$ cat src/rtl/uart_byte_rx.sv
// 8N1 UART receiver: synchronizes the serial line, samples each bit at mid-bit
// and emits a one-cycle rxReady strobe with the received byte on rxData.
module uart_byte_rx #(
    parameter int CLKS_PER_BIT = 434,
    parameter int BREAK_BITS   = 20
) (
    input  logic       clk,
    input  logic       reset,
    input  logic       rx,
    output logic       rxReady,
    output logic [7:0] rxData,
    output logic       framingError,
    output logic       lineBreak,
    output logic       rxBusy
);

    localparam int HALF = CLKS_PER_BIT / 2;
    localparam int CW   = $clog2(CLKS_PER_BIT);
    localparam int BW   = $clog2(BREAK_BITS + 1);

    localparam logic [CW-1:0] CNT_LAST = CW'(CLKS_PER_BIT - 1);
    localparam logic [CW-1:0] CNT_HALF = CW'(HALF - 1);
    localparam logic [BW-1:0] BRK_FULL = BW'(BREAK_BITS);

    typedef enum logic [2:0] {
        IDLE,
        START,
        DATA,
        STOP,
        WAIT_HIGH
    } state_t;

    state_t          state_q, state_d;
    logic            rx_meta_q, rx_meta_d;
    logic            rx_s_q, rx_s_d;
    logic [CW-1:0]   cnt_q, cnt_d;
    logic [2:0]      bit_q, bit_d;
    logic [7:0]      shift_q, shift_d;
    logic [7:0]      data_q, data_d;
    logic            ready_q, ready_d;
    logic            ferr_q, ferr_d;
    logic            brk_q, brk_d;
    logic [CW-1:0]   brk_cyc_q, brk_cyc_d;
    logic [BW-1:0]   brk_bits_q, brk_bits_d;

    always_comb begin
        rx_meta_d  = rx;
        rx_s_d     = rx_meta_q;
        state_d    = state_q;
        cnt_d      = cnt_q;
        bit_d      = bit_q;
        shift_d    = shift_q;
        data_d     = data_q;
        ready_d    = 1'b0;
        ferr_d     = 1'b0;
        brk_d      = 1'b0;
        brk_cyc_d  = brk_cyc_q;
        brk_bits_d = brk_bits_q;

        // Bit-times elapsed since the start edge, saturating once a break is reached
        if (state_q == IDLE) begin
            brk_cyc_d  = '0;
            brk_bits_d = '0;
        end else if (brk_bits_q != BRK_FULL) begin
            if (brk_cyc_q == CNT_LAST) begin
                brk_cyc_d  = '0;
                brk_bits_d = brk_bits_q + BW'(1);
            end else begin
                brk_cyc_d = brk_cyc_q + CW'(1);
            end
        end

        case (state_q)
            IDLE: begin
                if (!rx_s_q) begin
                    state_d = START;
                    cnt_d   = '0;
                end
            end
            START: begin
                if (cnt_q == CNT_HALF) begin
                    cnt_d = '0;
                    bit_d = 3'd0;
                    state_d = rx_s_q ? IDLE : DATA;
                end else begin
                    cnt_d = cnt_q + CW'(1);
                end
            end
            DATA: begin
                if (cnt_q == CNT_LAST) begin
                    shift_d[bit_q] = rx_s_q;
                    cnt_d          = '0;
                    if (bit_q == 3'd7) begin
                        state_d = STOP;
                    end else begin
                        bit_d = bit_q + 3'd1;
                    end
                end else begin
                    cnt_d = cnt_q + CW'(1);
                end
            end
            STOP: begin
                // Leaving at mid-stop-bit leaves half a bit to catch the next start edge
                if (cnt_q == CNT_LAST) begin
                    cnt_d = '0;
                    if (rx_s_q) begin
                        ready_d = 1'b1;
                        data_d  = shift_q;
                        state_d = IDLE;
                    end else begin
                        ferr_d  = 1'b1;
                        state_d = WAIT_HIGH;
                    end
                end else begin
                    cnt_d = cnt_q + CW'(1);
                end
            end
            WAIT_HIGH: begin
                if (rx_s_q) begin
                    state_d = IDLE;
                end else begin
                    brk_d = (brk_bits_q == BRK_FULL);
                end
            end
            default: begin
                state_d = IDLE;
            end
        endcase
    end

    always_ff @(posedge clk) begin
        if (reset) begin
            state_q    <= IDLE;
            rx_meta_q  <= 1'b1;
            rx_s_q     <= 1'b1;
            cnt_q      <= '0;
            bit_q      <= 3'd0;
            shift_q    <= 8'h00;
            data_q     <= 8'h00;
            ready_q    <= 1'b0;
            ferr_q     <= 1'b0;
            brk_q      <= 1'b0;
            brk_cyc_q  <= '0;
            brk_bits_q <= '0;
        end else begin
            state_q    <= state_d;
            rx_meta_q  <= rx_meta_d;
            rx_s_q     <= rx_s_d;
            cnt_q      <= cnt_d;
            bit_q      <= bit_d;
            shift_q    <= shift_d;
            data_q     <= data_d;
            ready_q    <= ready_d;
            ferr_q     <= ferr_d;
            brk_q      <= brk_d;
            brk_cyc_q  <= brk_cyc_d;
            brk_bits_q <= brk_bits_d;
        end
    end

    assign rxReady      = ready_q;
    assign rxData       = data_q;
    assign framingError = ferr_q;
    assign lineBreak    = brk_q;
    assign rxBusy       = (state_q != IDLE);

endmodule
$ cat config.mk
export PLATFORM = sky130hd
export DESIGN_NAME = uart_byte_rx
export DESIGN_NICKNAME = d
export VERILOG_FILES = /design/src/rtl/uart_byte_rx.sv
export SDC_FILE = /design/constraint.sdc
export NUM_CORES = 1
export LEC_CHECK = 0
export BUFFER_PORTS_ARGS = -buffer_cell sky130_fd_sc_hd__buf_2
export CORE_MARGIN = 2
export CORE_UTILIZATION = 55
export DETAILED_ROUTE_END_ITERATION = 8
export HOLD_SLACK_MARGIN = 0.12
export PLACE_DENSITY = 0.74
export SLEW_MARGIN = 20
export SYNTH_ARGS = -nofsm -noshare
export SYNTH_HDL_FRONTEND = slang
export SYNTH_SLANG_ARGS = --single-unit
$ cat constraint.sdc
create_clock -name clk -period 2.7 [get_ports clk]
set_clock_uncertainty 0.05 [all_clocks]
set_input_delay 0 -clock clk [delete_from_list [all_inputs] [get_ports clk]]
set_output_delay 0 -clock clk [all_outputs]
set_load 0.05 [all_outputs]
# == After elaboration in Yosys (flattened, before gate mapping) ==
# Cells that the tools add are included.
# word_totals
output_inout_bits,12
word_cells,76
reg_bits,50
inputBits,3
# op_classes
add_sub_neg,4
mux,23
reduce_logical,15
n_bitwise,3
eq_ne,17
n_lt_le_gt_ge,2
# ops
operator,count
9-bit 2-to-1 mux,4
3-bit 2-to-1 mux,10
9-bit one-hot mux with 3 select lines,1
"9-bit by 1-bit adder with 9-bit output, second input constant",2
"9-bit equality test, second input constant",2
3-bit one-hot mux with 5 select lines,1
"2-bit != test, second input constant",7
"9-bit by 8-bit equality test with 1-bit output, second input constant",1
8-bit bitwise mux,1
"3-bit by 2-bit equality test with 1-bit output, second input constant",2
"3-bit equality test, second input constant",2
3-bit one-hot mux with 2 select lines,1
2-bit AND reduction,3
6-bit AND reduction,1
3-bit nonzero test,2
3-bit OR reduction,2
"5-bit by 1-bit adder with 5-bit output, second input constant",1
"5-bit equality test, second input constant",1
"5-bit != test, second input constant",1
"3-bit by 4-bit less-than comparator with 1-bit output, second input constant",1
4-bit AND reduction,1
2-bit OR reduction,2
"3-bit by 1-bit adder with 3-bit output, second input constant",1
1-bit demux with 3-bit select,1
9 further kinds,13

# == Logic depth before layout (Yosys ltp) ==
# depth
depth_word,5
depth_mapped,8
ltp_nobuf,7

# == Worst setup path after synthesis ==
# No wires, ideal clock.
# synth_path
kind,reg-to-reg
from,register state_q[0]
to,register shift_q[3]
t_arrival_ns,1.880
setup_slack_ns,0.642
path_buffers,2
required_ns,2.522
synth_period_minus_slack_ns,2.058
stages_incl_launch_ff,8
setup_ns,0.128
path_cell_list,dfxtp_1 -> buf_2 -> or3b_2 -> buf_2 -> or4_4 -> nor3b_2 -> mux2i_1 -> nor2_1
# synth_via
elab_chain_len,2
# synth_lines
element,line_no,rtl
from (decl),33,"state_t state_q, state_d;"
from (signal assigned),146,state_q <= state_d;
3-bit by 2-bit equality test with 1-bit output,73,case (state_q)
2-bit AND reduction (no line),--,
to (signal assigned),151,shift_q <= shift_d;
to (decl),38,"logic [7:0] shift_q, shift_d;"
# Every way passes these cells.
# A chain may end at the register's enable or synchronous reset.

# == Final worst setup path ==
# layout_path
from,register cnt_q[0]
to,register bit_q[0]
# layout_via
elab_chain_len,3
elab_cells_between_ends,5
classes_between,4 x eq/ne; 1 x reduce/logical
# layout_lines
element,line_no,rtl
from (decl),36,"logic [CW-1:0] cnt_q, cnt_d;"
from (signal assigned),149,cnt_q <= cnt_d;
9-bit equality test / 9-bit by 8-bit equality test with 1-bit output (equally long branches),"90, 81",
2-bit != test (no line),--,
4-bit AND reduction (no line) *,--,
to (signal assigned),150,bit_q <= bit_d;
to (decl),37,"logic [2:0] bit_q, bit_d;"
# Every way passes the cells marked *; elsewhere a longest branch is shown, timed or not.

==> metrics.csv <==
stage,metric,value,unit
worst_setup_path,CP Class,reg -> reg,
floorplan,Die Width,69.2,um
worst_setup_path,CP Capture Type,register,
place,Buffers on Ports,14,
run_status,status,"finished, final reports clean",
worst_setup_path,flop2flop setup slack,0.48,ns
floorplan,die area,0.00478,mm2
routing,number of remaining DRC errors,0,
power,Sw Pwr,546,uW
clock_network,H-tree levels,2,
worst_setup_path,reg2reg start,cnt_q[0],
worst_hold_path,Hold Path Stages,2,
power,clock network power share,0.299,
place,Final HPWL DP,2960,um
clock_network,Bufs on Longest Clock Path,2,
clock_network,CTS buffer count,5,
clock_network,root buffer cell,clkbuf_8,
layout,diode count,0,
floorplan,total I/O pin count,15,
synthesis,syn_area_per_cell,8.71,um2
floorplan,core area,0.00403,mm2
worst_setup_path,R2R Path End,bit_q[0],
synthesis,Post-synth EDFFs,0,
synthesis,sequential share of the synthesized area,0.429,
power,sequential share of power,0.477,
power,combinational share of power,0.224,
power,leak pwr,0.00100,uW
clock_network,CTS tree,yes,
global_route,total gr overflow,0,
clock_network,clk_lat worst skew,0.30,ns
timing,shortest period the worst path allows,2.22,ns
routing,1st-pass router iterations,4,
global_route,gr usage total,0.186,
clock_network,"CTS clk-pin slew, worst paths",0.09,ns
layout,most frequent cells in the layout,"dfxtp_1, nor2_1, nand2_1",
routing,initial DRC count,75,
timing,final worst-path cycle share,0.821,
layout,footprint of the multi-input gates,0.00123,mm2
global_route,first-pass GRT wire length,7300,um
floorplan,Rows,23,
timing,Pins Over Slew Limit,0,
global_route,antenna violations before repair,0,
synthesis,async set-reset flop share out of synthesis,0,
floorplan,die height,69.2,um
clock_network,clk sinks,50,
timing,fmax,0.451,GHz
routing,WL final,4270,um
routing,via/cell ratio,5.53,
power,power density over cell area,673,mW/mm2
worst_hold_path,Hold WC Path Type,in -> reg,
timing,Final Hold Viols,0,
layout,layout cells sized above 1,0.128,
power,VDD IR max,0.312,mV
synthesis,Synth Cell Area,0.00233,mm2
worst_setup_path,Reg2Reg Depth,7,
timing,unrepaired setup endpoints after global routing,false,
layout,"most common cell after layout, fill and taps aside",dfxtp_1,
floorplan,Initial Util,0.580,
global_route,vias in the first global route,1655,
power,Pint,1180,uW
worst_hold_path,hold path endpoint,rxData[6],
timing,Least-Margin Pin Slew,0.606,ns
timing,Rel. slew slack,0.596,
synthesis,cells after synthesis,268,
routing,Vias,1837,
worst_setup_path,CP Data Arrival Time,2.40,ns
worst_setup_path,crit start category,register,
layout,Fillers,352,
synthesis,synth warn,0,
routing,Routed Antenna Nets,0,
synthesis,Mapped Nets,280,
layout,Storage cell area,0.00100,mm2
worst_setup_path,Crit path required time,2.89,ns
worst_hold_path,HP Start,reset,
global_route,largest net degree at the start of global routing,36,
power,Net Sw Frac,0.317,
clock_network,Post-CTS Setup Bufs,0,
timing,setup TNS,0,ns
power,Final Power,1720,uW
synthesis,synth unique cells,44,
timing,final setup vio count,0,
synthesis,"Top FF cell, synth",dfxtp_1,
run,Max Cap Violations,0,
worst_setup_path,worst-path fanout max,6,
layout,area added between synthesis and finish,9.65,%
synthesis,#FFs+latches synth,50,
layout,Final #Nets,293,
routing,WL/cell,12.9,um
place,gpl congestion,0.820,
## power groups by stage
stage | logic, uW | clock network, uW | registers [uW]
2_1_floorplan | 320 | 0 | 812
3_3_place_gp | 382 | 0 | 835
3_5_place_dp | 380 | 0 | 838
4_1_cts | 384 | 531 | 820
5_1_grt | 432 | 558 | 829
6_report | 387 | 515 | 821
## synthesized netlist by cell type (2+ instances only)
| cell type | instances | area, um2 |
|---|---|---|
| a211oi_1 | 2 | 15.0 |
| a21oi_1 | 11 | 55.1 |
| a31o_2 | 2 | 17.5 |
| a31oi_1 | 3 | 18.8 |
| and3_1 | 2 | 12.5 |
| and4b_1 | 2 | 20.0 |
| buf_2 | 4 | 20.0 |
| clkbuf_1 | 7 | 26.3 |
| dfxtp_1 | 50 | 1000 |
| ha_1 | 9 | 113 |
| inv_1 | 11 | 41.3 |
| mux2i_1 | 15 | 150 |
| nand2_1 | 22 | 82.6 |
| nand3_1 | 12 | 60.1 |
| nand3b_1 | 4 | 30.0 |
| nand4_1 | 8 | 50.1 |
| nand4b_1 | 2 | 17.5 |
| nor2_1 | 38 | 143 |
| nor2b_1 | 5 | 31.3 |
| nor3_1 | 6 | 30.0 |
| nor3b_2 | 2 | 25.0 |
| nor4_1 | 2 | 12.5 |
| nor4b_1 | 2 | 17.5 |
| o21ai_0 | 8 | 40.0 |
| o21bai_1 | 2 | 15.0 |
| or2_2 | 3 | 18.8 |
| or3_1 | 6 | 37.5 |
| or3b_2 | 2 | 17.5 |
| xnor2_1 | 7 | 61.3 |
| xor2_1 | 5 | 43.8 |
## layout make-up
class / count / area share
clock buffers: 6 / 0.0283
clock inverters: 2 / 0.0147
multi-input cells: 194 / 0.482
well taps: 50 / 0.0244
inverters: 11 / 0.0161
repair buffers: 19 / 0.0430
flip-flops and latches: 50 / 0.391
## worst max-delay path by stage
stage	from	to	slack [ns]	cells after the start
after floorplan	state_q[0]	shift_q[3]	0.64	7
after global placement	cnt_q[2]	shift_q[3]	0.54	5
after detailed placement	cnt_q[0]	bit_q[0]	0.53	7
after CTS	cnt_q[0]	bit_q[0]	0.51	7
after global routing	cnt_q[0]	bit_q[0]	0.26	7
final	cnt_q[0]	bit_q[0]	0.48	7
## through the flow
stage | utilization | hold slack (ns) | instances | cell area, um2 | setup slack, ns
4_1_cts | 0.635 | 0.133 | 332 | 2560 | 0.514
6_report | 0.635 | 0.137 | 332 | 2560 | 0.485
2_1_floorplan | - | 0.0538 | 268 | 2330 | 0.642
5_1_grt | 0.635 | 0.166 | 332 | 2560 | 0.258
3_5_place_dp | 0.606 | 0.137 | 323 | 2440 | 0.529
3_3_place_gp | 0.606 | 0.134 | 323 | 2440 | 0.536
## cell families (layout without fill, tap and decap cells)
family                   Yosys count  after routing  synth area share
AND/OR/NAND/NOR                  125            125             0.286
flip-flops                        50             50             0.429
AO/OA/AOI/OAI                     33             33            0.0852
buffers and inverters             24             38            0.0423
multiplexers                      15             15            0.0643
XOR/XNOR                          12             12            0.0450
adder cells (fa/ha/maj)            9              9            0.0482
## worst max-delay path, cell delays in order (launching register included)
cell and delay (ns):
dfxtp_1 0.34, inv_1 0.10, ha_1 0.14, or4b_1 0.43, o21bai_1 0.33, o211ai_1 0.28
or3_1 0.36, a21oi_1 0.13
## layer usage
metal	vias to the layer above	share of wire	GRT usage	wire, um
li1	956	-	-	-
met1	821	0.48	0.247	2050
met2	56	0.45	0.288	1910
met3	4	0.064	0.0570	275
met4	0	0.0089	0.0588	38
met5	-	0	0	0
## sequential cells by signal (all words and copies together), names as in the netlist
signal,cells
shift_q,8
state_q,3
rx_s_q,1
brk_cyc_q,9
bit_q,3
rx_meta_q,1
brk_bits_q,5
framingError,1
cnt_q,9
rxReady,1
lineBreak,1
rxData,8
## timing repair
action / 4_1_cts / 5_1_grt
endpoints found under the hold margin: 1 / 0
hold buffers: 1 / 0
resized for setup: 0 / 0
(Power assumes the default switching activity.)
